File: src/rtl/a51_pkg.sv
// Shared constants, phase encoding and clocking-majority helper for the A5/1 frame sequencer.
package a51_pkg;

  localparam int unsigned KEY_LEN   = 64;
  localparam int unsigned FRAME_LEN = 22;
  localparam int unsigned MIX_LEN   = 100;
  localparam int unsigned OUT_LEN   = 228;
  localparam int unsigned CNT_W     = 8;

  typedef enum logic [2:0] {
    PH_IDLE       = 3'd0,
    PH_LOAD_KEY   = 3'd1,
    PH_LOAD_FRAME = 3'd2,
    PH_MIX        = 3'd3,
    PH_OUTPUT     = 3'd4,
    PH_DONE       = 3'd5
  } phase_e;

  function automatic logic maj3(input logic [2:0] b);
    return (b[0] & b[1]) | (b[0] & b[2]) | (b[1] & b[2]);
  endfunction

endpackage

File: src/rtl/a51_clk_maj.sv
// A5/1 majority clocking rule: an LFSR steps when its clocking tap agrees with the majority.
module a51_clk_maj
  import a51_pkg::*;
(
  input  logic [2:0] CLKBIT,
  output logic [2:0] CLK_EN
);

  logic w_maj;

  assign w_maj  = maj3(CLKBIT);
  assign CLK_EN = ~(CLKBIT ^ {3{w_maj}});

endmodule

File: src/rtl/a51_keystream_ctrl.sv
// A5/1 frame sequencer: key load, frame load, mixing and keystream phases over one counter.
// Optional build macro A51_DUPLEX_EN inserts a one-cycle bubble between downlink and uplink halves.
module a51_keystream_ctrl
  import a51_pkg::*;
(
  input  logic                 C,
  input  logic                 CLR_N,
  input  logic                 START,
  input  logic                 ENABLE,
  input  logic [KEY_LEN-1:0]   KEY,
  input  logic [FRAME_LEN-1:0] FRAME,
  input  logic [2:0]           CLKBIT,
  output logic [2:0]           CLK_EN,
  output logic                 IN_BIT,
  output logic                 KS_VALID,
  output logic                 KS_DIR,
  output logic [2:0]           PHASE,
  output logic                 BUSY,
  output logic                 DONE
);

  localparam int unsigned KEY_IW   = $clog2(KEY_LEN);
  localparam int unsigned FRAME_IW = $clog2(FRAME_LEN);

  localparam logic [CNT_W-1:0] KEY_LAST   = CNT_W'(KEY_LEN - 1);
  localparam logic [CNT_W-1:0] FRAME_LAST = CNT_W'(FRAME_LEN - 1);
  localparam logic [CNT_W-1:0] MIX_LAST   = CNT_W'(MIX_LEN - 1);
  localparam logic [CNT_W-1:0] OUT_LAST   = CNT_W'(OUT_LEN - 1);
  localparam logic [CNT_W-1:0] OUT_HALF   = CNT_W'(OUT_LEN / 2);

  phase_e           r_state;
  phase_e           w_state_nxt;
  phase_e           w_succ;
  logic [CNT_W-1:0] r_cnt;
  logic [CNT_W-1:0] w_cnt_nxt;
  logic             w_last;
  logic             w_bubble;
  logic [2:0]       w_maj_en;

  a51_clk_maj u_clk_maj (
    .CLKBIT (CLKBIT),
    .CLK_EN (w_maj_en)
  );

`ifdef A51_DUPLEX_EN
  logic r_bub_done;
  logic w_bub_done_nxt;

  // The bubble sits at CNT==OUT_LEN/2 and is consumed once; CNT holds across it.
  assign w_bubble = (r_state == PH_OUTPUT) && (r_cnt == OUT_HALF) && !r_bub_done;
`else
  assign w_bubble = 1'b0;
`endif

  always_comb begin
    w_last = 1'b0;
    w_succ = PH_IDLE;
    case (r_state)
      PH_LOAD_KEY: begin
        w_last = (r_cnt == KEY_LAST);
        w_succ = PH_LOAD_FRAME;
      end
      PH_LOAD_FRAME: begin
        w_last = (r_cnt == FRAME_LAST);
        w_succ = PH_MIX;
      end
      PH_MIX: begin
        w_last = (r_cnt == MIX_LAST);
        w_succ = PH_OUTPUT;
      end
      PH_OUTPUT: begin
        w_last = (r_cnt == OUT_LAST);
        w_succ = PH_DONE;
      end
      default: begin
        w_last = 1'b0;
        w_succ = PH_IDLE;
      end
    endcase
  end

  always_comb begin
    w_state_nxt = r_state;
    w_cnt_nxt   = r_cnt;
`ifdef A51_DUPLEX_EN
    w_bub_done_nxt = r_bub_done;
`endif
    case (r_state)
      PH_IDLE, PH_DONE: begin
        if (START) begin
          w_state_nxt = PH_LOAD_KEY;
          w_cnt_nxt   = '0;
`ifdef A51_DUPLEX_EN
          w_bub_done_nxt = 1'b0;
`endif
        end
      end
      PH_LOAD_KEY, PH_LOAD_FRAME, PH_MIX, PH_OUTPUT: begin
        if (ENABLE) begin
          if (w_bubble) begin
`ifdef A51_DUPLEX_EN
            w_bub_done_nxt = 1'b1;
`endif
          end else if (w_last) begin
            w_cnt_nxt   = '0;
            w_state_nxt = w_succ;
          end else begin
            w_cnt_nxt = r_cnt + 1'b1;
          end
        end
      end
      default: begin
        w_state_nxt = PH_IDLE;
        w_cnt_nxt   = '0;
      end
    endcase
  end

  always_ff @(posedge C) begin
    if (!CLR_N) begin
      r_state <= PH_IDLE;
      r_cnt   <= '0;
    end else begin
      r_state <= w_state_nxt;
      r_cnt   <= w_cnt_nxt;
    end
  end

`ifdef A51_DUPLEX_EN
  always_ff @(posedge C) begin
    if (!CLR_N) begin
      r_bub_done <= 1'b0;
    end else begin
      r_bub_done <= w_bub_done_nxt;
    end
  end
`endif

  always_comb begin
    CLK_EN   = '0;
    IN_BIT   = 1'b0;
    KS_VALID = 1'b0;
    KS_DIR   = 1'b0;
    case (r_state)
      PH_LOAD_KEY: begin
        CLK_EN = ENABLE ? '1 : '0;
        IN_BIT = KEY[r_cnt[KEY_IW-1:0]];
      end
      PH_LOAD_FRAME: begin
        CLK_EN = ENABLE ? '1 : '0;
        IN_BIT = FRAME[r_cnt[FRAME_IW-1:0]];
      end
      PH_MIX: begin
        CLK_EN = ENABLE ? w_maj_en : '0;
      end
      PH_OUTPUT: begin
        if (!w_bubble) begin
          CLK_EN   = ENABLE ? w_maj_en : '0;
          KS_VALID = ENABLE;
        end
`ifdef A51_DUPLEX_EN
        KS_DIR = (r_cnt >= OUT_HALF);
`endif
      end
      default: begin
        CLK_EN   = '0;
        IN_BIT   = 1'b0;
        KS_VALID = 1'b0;
      end
    endcase
  end

  assign PHASE = r_state;
  assign BUSY  = (r_state != PH_IDLE) && (r_state != PH_DONE);
  assign DONE  = (r_state == PH_DONE);

endmodule

File: config.mk
export PLATFORM = sky130hd
export DESIGN_NAME = a51_keystream_ctrl
export DESIGN_NICKNAME = d
export VERILOG_FILES = /design/src/rtl/a51_pkg.sv /design/src/rtl/a51_clk_maj.sv /design/src/rtl/a51_keystream_ctrl.sv
export SDC_FILE = /design/constraint.sdc
export NUM_CORES = 1
export LEC_CHECK = 0
export BUFFER_PORTS_ARGS = -buffer_cell sky130_fd_sc_hd__buf_2
export CORE_MARGIN = 4
export CORE_UTILIZATION = 39
export DETAILED_ROUTE_END_ITERATION = 8
export GPL_TIMING_DRIVEN = 0
export PLACE_DENSITY = 0.78
export SYNTH_ARGS = -nofsm -noshare
export SYNTH_HDL_FRONTEND = slang
export SYNTH_SLANG_ARGS = --single-unit
File: constraint.sdc
create_clock -name C -period 2.4 [get_ports C]
set_clock_uncertainty 0.2 [all_clocks]
set_input_delay 0.48 -clock C [delete_from_list [all_inputs] [get_ports C]]
set_output_delay 0.48 -clock C [all_outputs]
set_load 0.05 [all_outputs]
==> results.toml <==
[logic_synthesis]
ys.warnings.count = 0
yosysTopAreaCellShare_pct = 22.24
synth_area_leaders = "mux4_2 22%, dfxtp_1 14%, mux4_1 6.5%"
syn_area_um2 = 1620
avgSynthCellArea_um2 = 9.206
ys.flop_type = "dfxtp_1"
async_reset_ff_share_pct = 0
syn_inst = 176
yosysUniqueCellTypes = 49
synth_enable_flop_cells = 0
syn_nets = 270
yosys_register_bits = 11
synth_top_area_cell = "mux4_2"
ys_seq_area_share_pct = 13.59

[finish]
nNetsFinal = 387
drive_gt1_share_pct = 59.93
syn2layout_area_growth_pct = 52.28
fin_util_pct = 61.68
n_antenna_cell = 0

[placed_design]
post-dp-hpwl_um = 4201
gp_congestion = 0.8862
port_buffers = 102

[power]
p_per_area_nw_per_um2 = 342.5
leakage_nw = 1.081
peakVddDrop_v = 0.0001817

[sta]
tns_ps = -685.8
whs_ps = 373.2
slew_viol_final = 0
setup_viol_count_final = 1
clock.fmax_mhz = 324.1
hold_violations = 0
period_share_pct = 128.6
setup_ws_ps = -685.8
rsz0062_at_grt = "true"
min_period_ps = 3086

[global_route]
grt_overflow = 0
track_usage_pct = 20.32
grt_pass1_vias = 1936
grt_max_degree = 11
antenna_found_initial = 0
grt_pass1_wl_um = 8604

[clocking]
cts_made_buffers = 3
cts_tree = "built"
htreeDepth = 1
cts_sinks = 11
root_buffer = "clkbuf_8"
clk_pin_slew_ps = 50
clockBufferDepth = 2
clk-insertion-delay-late_ps = 230

[run]
max-cap-violations = 0

[route]
detail_route.wl_per_cell_um = 15.61
drtIter0Drc = 136
drt-vias-per-instance = 5.547
post-route-drc-count = 0
vias = 1897
finalWirelength_um = 5337
drtPass1Iterations = 4
antenna_left = 0

[outcome]
violations = "setup timing"
status = "finished with violations"

[floorplan]
num_io_pins = 104
start_util_pct = 40.51
die-area_um2 = 5250
die_w_um = 72.46
std_cell_rows = 23
die_h_um = 72.46
core_area_um2 = 4000

[setup_path]
crit_arrival_ps = 2410
r2r_setup_slack_ps = 140
critPathCaptureType = "output port"
crit_fanout = 7
crit_type = "reg -> out"
cp.required_ps = 1720
crit_path_start_kind = "flip-flop"
r2r_cells = 7

[hold_path]
hold_class = "in -> reg"
holdPathStages = 3
## layer usage
| layer | part of all wire [%] | GRT usage (%) |
|---|---|---|
| met1 | 39 | 25.79 |
| met3 | 6.8 | 3.463 |
| met2 | 54 | 36.80 |
| met5 | 0 | 0 |
| met4 | 0 | 2.869 |
## worst max-delay path: stages (launching register included)
cell and delay (ps):
dfxtp_2 340, buf_8 130, buf_4 130, mux4_2 480, mux4_2 470, a22o_1 240
a32o_2 240, buf_6 150
## registers in the layout, indices dropped and copies added, names as in the netlist
signal,count
r_cnt,8
PHASE,3
## cell usage in the layout, fill, tap and decap left out, types with 4 or more instances in the layout
master | synthesis | final
nor2b_1 | 4 | 4
xnor2_1 | 4 | 4
buf_2 | 5 | 100
buf_4 | 2 | 14
nor3_1 | 4 | 4
nand4_1 | 5 | 5
clkbuf_1 | 9 | 4
dfxtp_1 | 11 | 7
nand2_1 | 10 | 10
nand3_1 | 4 | 4
nor2_1 | 20 | 15
and3_1 | 4 | 4
xor2_1 | 5 | 5
mux4_2 | 16 | 19
inv_1 | 6 | 5
mux2_2 | 5 | 5
buf_6 | 1 | 4
mux2i_1 | 8 | 8
## cell families after synthesis
| logic type | synth area share, % |
|---|---|
| other | 0.2314 |
| adders and majority gates | 0.7721 |
| and+or+nand+nor | 22.39 |
| xor gates and xnor gates | 4.865 |
| AOI/OAI and AO/OA | 14.36 |
| muxes | 37.14 |
| DFF | 13.59 |
| buffers and inverters | 6.640 |
## worst paths after layout
path | from | end
max | r_cnt[0]$_SDFFE_PN0P_ | IN_BIT
max reg2reg | PHASE[0]$_SDFFE_PN0P_ | r_cnt[7]$_SDFFE_PN0P_
min | CLR_N | PHASE[0]$_SDFFE_PN0P_
min reg2reg | r_cnt[7]$_SDFFE_PN0P_ | r_cnt[7]$_SDFFE_PN0P_
## metrics by stage
| step | setup slack (ps) | total power, mW | instance area (µm²) | cells |
|---|---|---|---|---|
| 3_3_place_gp | -481.5 | 0.5969 | 2240 | 328 |
| 6_report | -685.8 | 0.8450 | 2467 | 342 |
| 5_1_grt | -734.5 | 0.8957 | 2467 | 342 |
| 3_5_place_dp | -525.0 | 0.6052 | 2240 | 328 |
| 4_1_cts | -633.5 | 0.8184 | 2399 | 336 |
| 2_1_floorplan | -205.4 | 0.4806 | 1667 | 176 |
## Yosys cell counts, drive strengths merged, types with 2 or more instances
cell     count
dfxtp       11
xnor2        4
nand2       10
xor2         5
clkbuf       9
nand2b       3
mux2i        8
inv          6
o22ai        2
a21oi        2
buf          8
o211ai       3
nor4         2
a31oi        4
a211oi       4
mux2         5
nor2        20
nand3b       2
nand3        4
or2          2
and3         4
nor3         4
mux4        20
nor3b        5
o2111ai      2
nand4        5
o21ai        3
nor2b        4
## cell type report
type / count / area (µm²)
fill: 339 / 1533
multi-input combinational: 142 / 1363
timing repair buffer: 113 / 630.6
sequential: 11 / 227.7
buffer: 16 / 116.4
tap: 50 / 62.56
clock buffer: 4 / 45.04
inverter: 6 / 22.52
## what timing repair did
item	CTS	global route
gates resized for setup	23	12
buffers inserted	5	6
setup endpoints to repair	7	14
hold buffers	0	0
pin swaps	4	3
## power by group
part	switching (mW)	internal, mW	total, mW
clock	0.0622	0.116	0.178
sequential	0.00528	0.189	0.194
combinational	0.207	0.266	0.472
total	0.274	0.571	0.845
Power figures use the tool's default switching activity.
